--- config.mk ---
export PLATFORM = sky130hd
export DESIGN_NAME = back_ground_draw_frames
export DESIGN_NICKNAME = d
export VERILOG_FILES = /design/src/rtl/bg_pkg.sv /design/src/rtl/bg_flash_fsm.sv /design/src/rtl/back_ground_draw_frames.sv
export SDC_FILE = /design/constraint.sdc
export NUM_CORES = 1
export LEC_CHECK = 0
export CAP_MARGIN = 20
export CORE_ASPECT_RATIO = 0.6
export CORE_MARGIN = 2
export CORE_UTILIZATION = 35
export CTS_CLUSTER_SIZE = 28
export DETAILED_ROUTE_END_ITERATION = 7
export PLACE_DENSITY_LB_ADDON = 0.25
export SYNTH_ARGS = -nofsm -noshare
export SYNTH_HDL_FRONTEND = slang
export SYNTH_HIERARCHICAL = 1
export SYNTH_SLANG_ARGS = --single-unit
--- constraint.sdc ---
create_clock -name clk -period 3.6 [get_ports clk]
set_clock_uncertainty 0.2 [all_clocks]
set_input_delay 0.72 -clock clk [delete_from_list [all_inputs] [get_ports clk]]
set_output_delay 0.72 -clock clk [all_outputs]
set_load 0.005 [all_outputs]
--- src/rtl/bg_pkg.sv ---
// Shared definitions for the background generator: RGB332 colours, flash
// state encoding and default screen geometry.
package bg_pkg;

    // RGB332 colour constants {r[2:0], g[2:0], b[1:0]}
    localparam logic [7:0] BG_BLACK   = 8'h00;
    localparam logic [7:0] BG_YELLOW  = 8'hFC;
    localparam logic [7:0] BG_WHITE   = 8'hFF;
    localparam logic [7:0] BG_RED     = 8'hE0;
    localparam logic [7:0] BG_GREEN   = 8'h10;
    localparam logic [7:0] BG_DKGREEN = 8'h08;

    // Default visible frame size
    localparam int DEF_H_SIZE = 640;
    localparam int DEF_V_SIZE = 480;

    // Pixel coordinate width used by the VGA sync counter
    localparam int PIX_W = 11;

    // Flash animation states
    typedef enum logic [1:0] {
        IDLE      = 2'd0,
        ARMED     = 2'd1,
        FLASH_ON  = 2'd2,
        FLASH_OFF = 2'd3
    } flash_state_t;

    // Colour of a field pixel given the selected stripe bit
    function automatic logic [7:0] stripe_color(input logic stripe_bit);
        return stripe_bit ? BG_DKGREEN : BG_GREEN;
    endfunction

endpackage

--- src/rtl/bg_flash_fsm.sv ---
// Frame-synchronous flash animator for the bracket rings. A request arms the
// flash; it starts at the next frame boundary and blinks ON/OFF every
// BLINK_FRAMES frames for FLASH_FRAMES frames. A request while running
// restarts the duration without disturbing the blink phase.
module bg_flash_fsm
    import bg_pkg::*;
#(
    parameter int FLASH_FRAMES = 32,
    parameter int BLINK_FRAMES = 4
) (
    input  logic clk,
    input  logic reset,
    input  logic startOfFrame,
    input  logic flashReq,
    output logic flashOn,
    output logic flashBusy
);

    localparam logic [7:0] FLASH_LOAD = 8'(FLASH_FRAMES);
    localparam logic [7:0] BLINK_LOAD = 8'(BLINK_FRAMES);

    flash_state_t state_q, state_d;
    logic [7:0]   frame_cnt_q, frame_cnt_d;
    logic [7:0]   phase_cnt_q, phase_cnt_d;
    logic         busy_q, busy_d;
    logic [7:0]   frame_dec;
    logic [7:0]   phase_dec;

    // Next-state, counter and busy computation
    always_comb begin
        state_d     = state_q;
        frame_cnt_d = frame_cnt_q;
        phase_cnt_d = phase_cnt_q;
        frame_dec   = frame_cnt_q - 8'd1;
        phase_dec   = phase_cnt_q - 8'd1;

        case (state_q)
            IDLE: begin
                // A request coinciding with a frame boundary still only arms,
                // so the flash always begins on a clean frame.
                if (flashReq) begin
                    state_d = ARMED;
                end
            end
            ARMED: begin
                if (startOfFrame) begin
                    state_d     = FLASH_ON;
                    frame_cnt_d = FLASH_LOAD;
                    phase_cnt_d = BLINK_LOAD;
                end
            end
            FLASH_ON, FLASH_OFF: begin
                if (startOfFrame) begin
                    frame_cnt_d = frame_dec;
                    phase_cnt_d = phase_dec;
                    // End of flash wins over a blink toggle, unless a retrigger
                    // on this very edge extends the flash.
                    if (frame_dec == 8'd0 && !flashReq) begin
                        state_d = IDLE;
                    end else if (phase_dec == 8'd0) begin
                        state_d     = (state_q == FLASH_ON) ? FLASH_OFF : FLASH_ON;
                        phase_cnt_d = BLINK_LOAD;
                    end
                end
                if (flashReq) begin
                    frame_cnt_d = FLASH_LOAD;
                end
            end
            default: begin
                state_d = IDLE;
            end
        endcase

        busy_d = (state_d != IDLE);
    end

    // State and counter registers
    always_ff @(posedge clk or posedge reset) begin
        if (reset) begin
            state_q     <= IDLE;
            frame_cnt_q <= 8'd0;
            phase_cnt_q <= 8'd0;
            busy_q      <= 1'b0;
        end else begin
            state_q     <= state_d;
            frame_cnt_q <= frame_cnt_d;
            phase_cnt_q <= phase_cnt_d;
            busy_q      <= busy_d;
        end
    end

    assign flashOn   = (state_q == FLASH_ON);
    assign flashBusy = busy_q;

endmodule

--- src/rtl/back_ground_draw_frames.sv ---
// Background layer for the VGA path: yellow outer border, NUM_BRACKETS nested
// bracket rings (white, or red while flashing) and a two-tone striped field.
// Output colour is registered: one clock from pixelX/pixelY to BG_RGB.
// Build option: define BG_SCROLL_EN to build the per-frame stripe scroll
// register; without it the stripes are static and scrollEn is ignored.
module back_ground_draw_frames
    import bg_pkg::*;
#(
    parameter int H_SIZE         = DEF_H_SIZE,
    parameter int V_SIZE         = DEF_V_SIZE,
    parameter int BRACKET_OFFSET = 10,
    parameter int NUM_BRACKETS   = 2,
    parameter int STRIPE_LOG2    = 4,
    parameter int FLASH_FRAMES   = 32,
    parameter int BLINK_FRAMES   = 4
) (
    input  logic             clk,
    input  logic             reset,
    input  logic [PIX_W-1:0] pixelX,
    input  logic [PIX_W-1:0] pixelY,
    input  logic             startOfFrame,
    input  logic             flashReq,
    input  logic             scrollEn,
    output logic [7:0]       BG_RGB,
    output logic             flashBusy
);

    localparam logic [PIX_W-1:0] H_LIM  = PIX_W'(H_SIZE);
    localparam logic [PIX_W-1:0] V_LIM  = PIX_W'(V_SIZE);
    localparam logic [PIX_W-1:0] H_LAST = PIX_W'(H_SIZE - 1);
    localparam logic [PIX_W-1:0] V_LAST = PIX_W'(V_SIZE - 1);

    logic                   flash_on;
    logic [NUM_BRACKETS-1:0] ring_hit;
    logic [STRIPE_LOG2:0]   scroll_lo;
    logic [STRIPE_LOG2:0]   stripe_sum;
    logic                   stripe_bit;
    logic [7:0]             rgb_q, rgb_d;

    bg_flash_fsm #(
        .FLASH_FRAMES (FLASH_FRAMES),
        .BLINK_FRAMES (BLINK_FRAMES)
    ) u_flash (
        .clk          (clk),
        .reset        (reset),
        .startOfFrame (startOfFrame),
        .flashReq     (flashReq),
        .flashOn      (flash_on),
        .flashBusy    (flashBusy)
    );

`ifdef BG_SCROLL_EN
    logic [PIX_W-1:0] scroll_off_q, scroll_off_d;

    // Scroll offset advances once per frame while enabled, wrapping naturally
    always_comb begin
        scroll_off_d = scroll_off_q;
        if (startOfFrame && scrollEn) begin
            scroll_off_d = scroll_off_q + 1'b1;
        end
    end

    // Scroll offset register
    always_ff @(posedge clk or posedge reset) begin
        if (reset) begin
            scroll_off_q <= '0;
        end else begin
            scroll_off_q <= scroll_off_d;
        end
    end

    assign scroll_lo = scroll_off_q[STRIPE_LOG2:0];
`else
    logic unused_scroll_en;

    assign unused_scroll_en = scrollEn;
    assign scroll_lo        = '0;
`endif

    // One comparator set per ring: left/top at k*offset, right/bottom mirrored
    genvar gi;
    generate
        for (gi = 0; gi < NUM_BRACKETS; gi++) begin : g_ring
            localparam int               RING_OFF = (gi + 1) * BRACKET_OFFSET;
            localparam logic [PIX_W-1:0] RING_LO  = PIX_W'(RING_OFF);
            localparam logic [PIX_W-1:0] RING_HX  = PIX_W'(H_SIZE - 1 - RING_OFF);
            localparam logic [PIX_W-1:0] RING_HY  = PIX_W'(V_SIZE - 1 - RING_OFF);

            assign ring_hit[gi] = (pixelX == RING_LO) || (pixelY == RING_LO) ||
                                  (pixelX == RING_HX) || (pixelY == RING_HY);
        end
    endgenerate

    // Carries only propagate upward, so the stripe bit of the full 12-bit sum
    // equals the top bit of a sum over just the low STRIPE_LOG2+1 bits.
    assign stripe_sum = pixelX[STRIPE_LOG2:0] + pixelY[STRIPE_LOG2:0] + scroll_lo;
    assign stripe_bit = ((stripe_sum >> STRIPE_LOG2) != '0);

    // Priority pixel classifier: off-screen, border, rings, striped field
    always_comb begin
        rgb_d = stripe_color(stripe_bit);
        if (pixelX >= H_LIM || pixelY >= V_LIM) begin
            rgb_d = BG_BLACK;
        end else if (pixelX == '0 || pixelY == '0 ||
                     pixelX == H_LAST || pixelY == V_LAST) begin
            rgb_d = BG_YELLOW;
        end else if (|ring_hit) begin
            rgb_d = flash_on ? BG_RED : BG_WHITE;
        end
    end

    // Output colour register
    always_ff @(posedge clk or posedge reset) begin
        if (reset) begin
            rgb_q <= BG_WHITE;
        end else begin
            rgb_q <= rgb_d;
        end
    end

    assign BG_RGB = rgb_q;

endmodule

==> results.ini <==
[logic_synthesis]
synth_xor_area_share_pct=3.76
synth_area_mm2=0.00163
ys_ff_latch=24
synth.area.mux_share_pct=0.691
ys_top_cells_by_count=nand2_1, dfrtp_1, o21ai_0
synth_compound_area_share_pct=20.1
synthDominantCellAreaShare_pct=29.2
syn_inst=187
yosys-top-cells-area=dfrtp_1, dfstp_2, o21ai_0
ys.flop_type=dfrtp_1
synthMostInstantiatedCell=nand2_1
syn_nets=221
syn_avg_cell_area_um2=8.72
synth-edff-count=0
yosys.area_share.simple_pct=29.1
synth_cell_types=53
synthAdderAreaFrac_pct=5.37
yosys.area.top_type=dfrtp_1
ys_async_sr_fraction_pct=100
ys_warn_count=6
synth-seq-area-share_pct=37.2
synth_top_family_by_area=simple AND/OR/NAND/NOR gates

[setup_path]
reg2reg_from=u_flash/phase_cnt_q[0]$_DFFE_PP0P_
worstPathArrival_ps=2890
crit_chain=clkdlybuf4s50_1 -> or4b_1 -> or4_4 -> o211a_4 -> a2111oi_2 -> nor3_1
cp.required_ps=3550
max_stage_delay_ps=550
startpoint_type=primary input
worst_setup_path_end_kind=flip-flop
crit_start=flashReq
setup.worst_path.class=in -> reg
critPathSlowestCell=or4b_1
cp_max_fo=6

[grt]
grt_pass1_wl_mm=6.32
antenna_found_initial=0
grtUsageTotal_pct=15.2
grt_remaining_overflow=0
grt_pass1_vias=1312
grt_max_degree=20

[die]
dieArea_mm2=0.00524
die_w_um=92.1
die_h_um=56.9
start_util_pct=36.1
rows=19
num_io_pins=36
core_area_mm2=0.00452

[sta]
relSlewSlack_pct=48.4
post-route-period-util_pct=81.8
rsz0062_at_grt=no
hold_violations=0
worst_slew_pin_slew_ps=767
timing.hold.ws_ps=326
fmax_mhz=340
min_period_ps=2940
fin_tns_setup_ps=0
finalSetupViolCount=0
drv_slew=0

[clock_network]
clk_latency_ps=270
clk_pin_slew_ps=90
cts_made_buffers=3
clockRootBuffer=clkbuf_8
htreeDepth=1
postCtsSetupRepairBufs=0
cts_hold_buf=0
cts_tree=built
clock_path_buffers=2
cts_resized=0
cts_sinks=24

[placement]
io_buffers=34
finalWeightedCongestion=0.779
place_hpwl_mm=2.93
placed_cell_area_mm2=0.00202

[status]
status=finished clean

[layout]
design_area_mm2=0.00209
antenna-diode-count=0
area_growth_pct=28.2
drive_gt1_share_pct=8.64
nets=255
fillCellCount=428

[route]
viasPerCell=5.15
ant_nets=0
dr.pass1.iters=5
routedWlPerCell_um=13.0
dr_total_vias=1457
drtIter0Drc=48
wl_mm=3.68
drcViolationCount=0

[min_path]
hold_start=u_flash/frame_cnt_q[1]$_DFFE_PP0P_
hold_path.class=reg -> reg

[flow_run]
maxCapViolCount=0

[power]
leakagePower_uw=0.000797
cellPowerDensity_mw_per_mm2=477
ir_worst_vdd_v=0.000225

-- placed cells by master (no fill, tap or decap), drive strengths merged, types with 2 or more instances in the layout --
master         Yosys  layout
clkdlybuf4s50      0      34
nand2             23      23
o21ai             20      20
dfrtp             19      19
nor2              18      18
nor3               9       9
inv                8       8
a21oi              7       7
ha                 7       7
a31oi              6       6
dfstp              5       5
nand3              5       5
nor4               5       5
xor2               4       4
and2               4       4
nand4              3       3
xnor2              3       3
clkbuf             1       3
nor4bb             2       2
a211o              2       2
a21o               2       2
nand4b             2       2
or4b               2       2
a211oi             2       2
or3                2       2
-- logic make-up after synthesis --
family / count (synthesis)
flip-flops: 24
buffers and inverters: 13
AO/OA/AOI/OAI: 50
XOR/XNOR: 7
AND/OR/NAND/NOR: 85
multiplexers: 1
adder cells (fa/ha/maj): 7
-- final timing paths --
kind,end,slack [ps],cells past startpoint
worst max-delay path,u_flash/phase_cnt_q[2]$_DFFE_PP0P_,660,6
worst min-delay path,u_flash/frame_cnt_q[1]$_DFFE_PP0P_,330,2
worst max register to register,u_flash/phase_cnt_q[0]$_DFFE_PP0P_,880,7
worst min register to register,u_flash/frame_cnt_q[1]$_DFFE_PP0P_,330,2
max in group asynchronous,u_flash/phase_cnt_q[6]$_DFFE_PP0P_,2020,2
min in group asynchronous,BG_RGB[3]$_DFF_PP1_,670,2
-- routing by layer --
layer,wire length (µm),global-route usage [%]
met1,2190,25.2
met2,1340,19.4
met3,141,4.16
met4,10,2.13
met5,0,0
-- per-stage QoR --
stage	instances	power (µW)	util (%)	setup slack [ps]
after floorplan	187	658	-	950
after global placement	279	752	44.7	375
after detailed placement	279	764	44.7	354
after CTS	283	1010	46.3	650
after global routing	283	1080	46.3	555
final	283	998	46.3	657
-- state kept, by name (all words and copies together), names as in the netlist --
register / flops
u_flash/state_q: 2
u_flash/phase_cnt_q: 8
u_flash/flashBusy: 1
u_flash/frame_cnt_q: 8
BG_RGB: 5
-- worst max-delay path: cells and delay by family --
kind | cells | cell delay, ps
AND/OR/NAND/NOR | 3 | 1060
buffers and inverters | 1 | 500
AO/OA/AOI/OAI | 2 | 600
-- report_power, final --
part	total [µW]	internal (µW)	switching (µW)
clock	237	149	88.7
combinational	341	159	182
sequential	419	331	88.0
-- cell type report --
class                   count  area (µm²)  share of cell area (%)
repair buffers             34         340                    16.3
multi-input cells         150         962                    46.0
inverters                   8        30.0                    1.44
well taps                  63        78.8                    3.77
clock inverters             1        30.0                    1.44
flip-flops and latches     24         607                    29.0
clock buffers               3        41.3                    1.98
Power figures use the tool's default switching activity.
==> patch 1 (same flow settings) <==
Change the package constant `PIX_W` from 11 to 9.
--- a/src/rtl/bg_pkg.sv
+++ b/src/rtl/bg_pkg.sv
@@ -17,3 +17,3 @@
     // Pixel coordinate width used by the VGA sync counter
-    localparam int PIX_W = 11;
+    localparam int PIX_W = 9;
 
Interface: changed (resized pixelX and pixelY); port bits go from 36 to 32. The function was not compared with the original's and may differ.
==> patch 1 against the original RTL <==
Sequential cell count is the same; setup slack lost 0.012 ns; highest routed layer unchanged; critical endpoint is now u_flash/state_q[0]$_DFF_PP0_; synthesized area grew 3.9%; fmax shrank 0.42%; wire length grew 8.9%; design area grew 1.1%; power grew 2.0%.
==> patch 1: results (changes against the original RTL) <==
stage,metric,value,unit,change
placed_design,routabilityCongestion,0.782,,was 0.779
synth,synth_fa_ha_area_share,5.17,%,was 5.37%
final_layout,final_layout_size_suffix_gt1_share,11.4,%,was 8.64%
synth,muxShareOfSynthArea,0.665,%,was 0.691%
synth,synth-xor-area-share,3.62,%,was 3.76%
worst_hold_path,worst_hold_path_endpoint,u_flash/frame_cnt_q[7]$_DFFE_PP0P_,,was u_flash/frame_cnt_q[1]$_DFFE_PP0P_
placed_design,dp_hpwl,3190,µm,was 2930 µm
final_layout,fillCellCount,446,,was 428
placed_design,number_of_buffer_cells_added_on_primary_ports,30,,was 34
route,initial_drc_count,66,,was 48
power,total_switching_power,373,µW,was 358 µW
synth,postSynthNetCount,212,,was 221
critical_path,rr_endpoint,u_flash/phase_cnt_q[0]$_DFFE_PP0P_,,unchanged
sta,worst_slew_margin_relative_to_its_limit,49.3,%,was 48.4%
synth,synth_compound_area_share,24.3,%,was 20.1%
grt,grt_first_pass_wirelength,6450,µm,was 6320 µm
synth,sequential_cell_area_fraction_in_the_yosys_report,35.8,%,was 37.2%
synth,ys_top_cells_by_count,"dfrtp_1 (19), o21ai_0 (18), nand2_1 (17), nor2_1 (13), inv_1 (10)",,"was nand2_1 (23), dfrtp_1 (19), o21ai_0 (18), nor2_1 (17), nor3_1 (9)"
grt,grt_pass1_vias,1292,,was 1312
worst_hold_path,timing.hold.worst_path_depth,1,,was 2
final_layout,nNetsFinal,242,,was 255
run_status,run_status,"finished, final reports clean",,unchanged
critical_path,r2r_slack,0.86,ns,was 0.88 ns
placed_design,placed_area,2040,µm²,was 2020 µm²
route,vias_cell,5.45,,was 5.15
synth,synth_top_flop_cell,dfrtp_1,,unchanged
worst_hold_path,hold_path.startpoint,u_flash/frame_cnt_q[7]$_DFFE_PP0P_,,was u_flash/frame_cnt_q[1]$_DFFE_PP0P_
power,vdd.ir_drop.worst,0.000168,V,was 0.000225 V
power,power.leakage,0.000820,µW,was 0.000797 µW
critical_path,arrival,2.92,ns,was 2.89 ns
synth,ys_top_cells_by_area,"dfrtp_1 (28%), dfstp_2 (7.8%), o21ai_0 (5.3%)",,"was dfrtp_1 (29%), dfstp_2 (8.1%), o21ai_0 (5.5%)"
grt,grt.total_usage,15.5,%,was 15.2%
route,dr.pass1.iters,5,,unchanged
route,total_routed_length,4010,µm,was 3680 µm
synth,synth.distinct_cells,58,,was 53
patch 1: cell types whose count changed after synthesis, sizes merged, moves of 3 or more:
cell	change
nand2	-6
nor2	-5
and4bb	+4
nor3	-3
o221ai	+3
patch 1: worst max-delay path by stage:
stage,slack (ns),endpoint,startpoint
2_1_floorplan,0.95,u_flash/state_q[0]$_DFF_PP0_,flashReq
3_3_place_gp,0.38,u_flash/state_q[0]$_DFF_PP0_,flashReq
3_5_place_dp,0.37,u_flash/phase_cnt_q[2]$_DFFE_PP0P_,flashReq
4_1_cts,0.66,u_flash/state_q[0]$_DFF_PP0_,flashReq
5_1_grt,0.59,u_flash/phase_cnt_q[2]$_DFFE_PP0P_,flashReq
6_report,0.64,u_flash/state_q[0]$_DFF_PP0_,flashReq
patch 1: area by class of cell:
class	count	area, µm²	share of cell area, %
Multi-Input combinational cell	143	1020	48.2
Sequential cell	24	607	28.7
Timing Repair Buffer	30	300	14.2
Tap cell	63	78.8	3.73
Clock buffer	3	41.3	1.95
Inverter	10	37.5	1.78
Clock inverter	1	30.0	1.42
patch 1: cells by family after synthesis:
logic type	count (synthesis)
AO/OA/AOI/OAI	56
adder cells (fa/ha/maj)	7
AND/OR/NAND/NOR	72
multiplexers	1
buffers and inverters	15
XOR/XNOR	7
flip-flops	24
patch 1: layer usage:
| metal | wire [µm] | global-route usage, % | up-vias | share of wire, % |
|---|---|---|---|---|
| met5 | 0 | 0 | - | 0 |
| li1 | - | - | 752 | - |
| met2 | 1460 | 19.3 | 39 | 36 |
| met3 | 207 | 3.25 | 4 | 5.2 |
| met1 | 2320 | 26.1 | 698 | 58 |
| met4 | 27 | 3.73 | 0 | 0.67 |
patch 1: power by group through the flow:
stage	clock network, µW	registers [µW]	logic, µW
finish	238	423	356
global route	254	432	398
CTS	243	420	353
detailed placement	0	425	352
global placement	0	425	344
floorplan	0	393	275
patch 1: metrics by stage:
step                      setup WS [ns]  instances  total power, µW  hold WS [ns]
after floorplan                   0.950        182              668         0.243
after global placement            0.380        270              769         0.279
after detailed placement          0.371        270              777         0.290
after CTS                         0.664        274             1020         0.301
after global routing              0.593        274             1080         0.326
final                             0.644        274             1020         0.302
patch 1: worst max-delay path, delay by kind of cell:
| kind | cells | cell delay, ns |
|---|---|---|
| AOI/OAI and AO/OA | 3 | 0.73 |
| and+or+nand+nor | 2 | 0.99 |
| buffers and inverters | 1 | 0.49 |
==> patch 2 (same settings) <==
Made on the original files. Encoding of `flash_state_t`: now one-hot (4 bits for 4 states).
--- a/src/rtl/bg_pkg.sv
+++ b/src/rtl/bg_pkg.sv
@@ -20,7 +20,7 @@
     // Flash animation states
-    typedef enum logic [1:0] {
-        IDLE      = 2'd0,
-        ARMED     = 2'd1,
-        FLASH_ON  = 2'd2,
-        FLASH_OFF = 2'd3
+    typedef enum logic [3:0] {
+        IDLE      = 4'b0001,
+        ARMED     = 4'b0010,
+        FLASH_ON  = 4'b0100,
+        FLASH_OFF = 4'b1000
     } flash_state_t;
Behaviour: same outputs for any inputs over 10 cycles, from zero or initial values and one cycle with reset high; not proved beyond that.
==> patch 2 against the original RTL <==
Sequential cell count grew 2; power is 23% higher; design area up 6.1%; count of clock-buffer cells in the layout is the same; combinational power is 48% higher; setup slack better by 0.50 ns; clock power rose by 3%; synthesized area grew 9.7%; wire length is 2.6% higher; critical endpoint is now BG_RGB[3]$_DFF_PP1_; largest cell class unchanged.
==> patch 2: results (changes against the original RTL) <==
stage,metric,value,unit,change
run_status,run_status,"finished, final reports clean",,unchanged
route,vias_cell,5.02,,was 5.15
synth,ys_top_cells_by_area,"dfrtp_1 (28%), dfstp_2 (8.8%), nand2_1 (5.9%)",,"was dfrtp_1 (29%), dfstp_2 (8.1%), o21ai_0 (5.5%)"
worst_hold_path,timing.hold.worst_path_depth,1,,was 2
grt,grt.total_usage,14.2,%,was 15.2%
worst_hold_path,min-delay-path-class,reg2reg,,unchanged
cts,cts.repair.resized,0,,unchanged
placed_design,routabilityCongestion,0.774,,was 0.779
critical_path,rr_startpoint,u_flash/frame_cnt_q[0]$_DFFE_PP0P_,,was u_flash/phase_cnt_q[0]$_DFFE_PP0P_
worst_hold_path,hold_path.startpoint,u_flash/frame_cnt_q[4]$_DFFE_PP0P_,,was u_flash/frame_cnt_q[1]$_DFFE_PP0P_
grt,grt_pass1_vias,1336,,was 1312
critical_path,worst_path_max_delay_cell,clkdlybuf4s50_1,,was or4b_1
final_layout,final_layout_size_suffix_gt1_share,8.77,%,was 8.64%
synth,ys_top_cells_by_count,"nand2_1 (28), dfrtp_1 (20), nor3_1 (15), nor2_1 (14), o21ai_1 (11)",,"was nand2_1 (23), dfrtp_1 (19), o21ai_0 (18), nor2_1 (17), nor3_1 (9)"
power,power.share.switching,38.5,%,was 35.9%
final_layout,nNetsFinal,263,,was 255
grt,largest_net_degree_at_the_start_of_global_routing,22,,was 20
synth,synth.distinct_cells,50,,was 53
power,power.leakage,0.000834,µW,was 0.000797 µW
critical_path,startpoint_of_the_most_critical_setup_path,pixelX[1],,was flashReq
route,dr.pass1.iters,4,,was 5
power,vdd.ir_drop.worst,0.000427,V,was 0.000225 V
placed_design,number_of_buffer_cells_added_on_primary_ports,34,,unchanged
critical_path,worstPathMaxFanout,4,,was 6
sta,tightest_slew,0.841,ns,was 0.767 ns
critical_path,arrival,2.44,ns,was 2.89 ns
critical_path,ff2ff_path_depth,6,,was 7
final_layout,fillCellCount,481,,was 428
route,m1WireLength,2200,µm,was 2190 µm
route,wl_per_cell,12.9,µm,was 13.0 µm
synth,netlist.area_leader.share,28.0,%,was 29.2%
critical_path,cp_slowest_stage_delay,0.47,ns,was 0.55 ns
route,dr_wl_met3,152,µm,was 141 µm
[patch 2: cell types whose count changed after synthesis, sizes merged, moves of 3 or more]
cell   delta
nor3      +7
nand2     +5
xnor2     +5
buf       +4
a211o     +3
nor2      -3
[patch 2: kinds of logic after synthesis]
kind of cell	Yosys count	share of synthesized area, %
AO/OA/AOI/OAI	48	19.2
XOR/XNOR	10	5.94
adder cells (fa/ha/maj)	7	4.89
buffers and inverters	17	5.38
flip-flops	26	36.8
multiplexers	1	0.559
AND/OR/NAND/NOR	90	27.2
[patch 2: path summary, 6_finish.rpt]
check,endpoint,slack [ns]
setup / recovery,BG_RGB[3]$_DFF_PP1_,1.15
hold / removal,u_flash/frame_cnt_q[4]$_DFFE_PP0P_,0.32
setup reg to reg,u_flash/phase_cnt_q[2]$_DFFE_PP0P_,1.44
hold reg to reg,u_flash/frame_cnt_q[4]$_DFFE_PP0P_,0.32
max in group asynchronous,u_flash/frame_cnt_q[5]$_DFFE_PP0P_,1.94
min in group asynchronous,BG_RGB[3]$_DFF_PP1_,0.66
[patch 2: metal layers]
| metal | GRT usage [%] | vias up |
|---|---|---|
| li1 | - | 782 |
| met1 | 23.3 | 670 |
| met2 | 18.8 | 22 |
| met3 | 3.56 | 2 |
| met4 | 1.81 | 0 |
| met5 | 0 | - |
[patch 2: area by class of cell]
| type | count | share of cell area (%) |
|---|---|---|
| Clock buffer | 3 | 1.86 |
| Clock inverter | 1 | 1.35 |
| Sequential cell | 26 | 29.7 |
| Timing Repair Buffer | 34 | 15.3 |
| Multi-Input combinational cell | 156 | 46.7 |
| Inverter | 8 | 1.35 |
| Tap cell | 66 | 3.72 |
[patch 2: critical path, delay by kind of cell]
family / cells / cell delay (ns)
AND/OR/NAND/NOR: 1 / 0.10
adder cells (fa/ha/maj): 1 / 0.32
XOR/XNOR: 1 / 0.23
AO/OA/AOI/OAI: 3 / 0.59
buffers and inverters: 1 / 0.47
[patch 2: per-stage QoR]
stage          util [%]  instance area, µm²  hold slack (ns)  setup slack (ns)  instances
3_5_place_dp       42.9                2150            0.308             0.833        290
6_report           44.3                2220            0.323              1.15        294
3_3_place_gp       42.9                2150            0.298             0.830        290
2_1_floorplan         -                1790            0.264              1.56        199
4_1_cts            44.3                2220            0.321              1.12        294
5_1_grt            44.3                2220            0.348              1.02        294
[patch 2: power by group through the flow]
stage,Combinational (µW),Clock [µW],Sequential (µW)
after global routing,571,261,498
after detailed placement,500,0,488
final,503,244,483
after floorplan,414,0,450
after global placement,497,0,487
after CTS,505,254,483
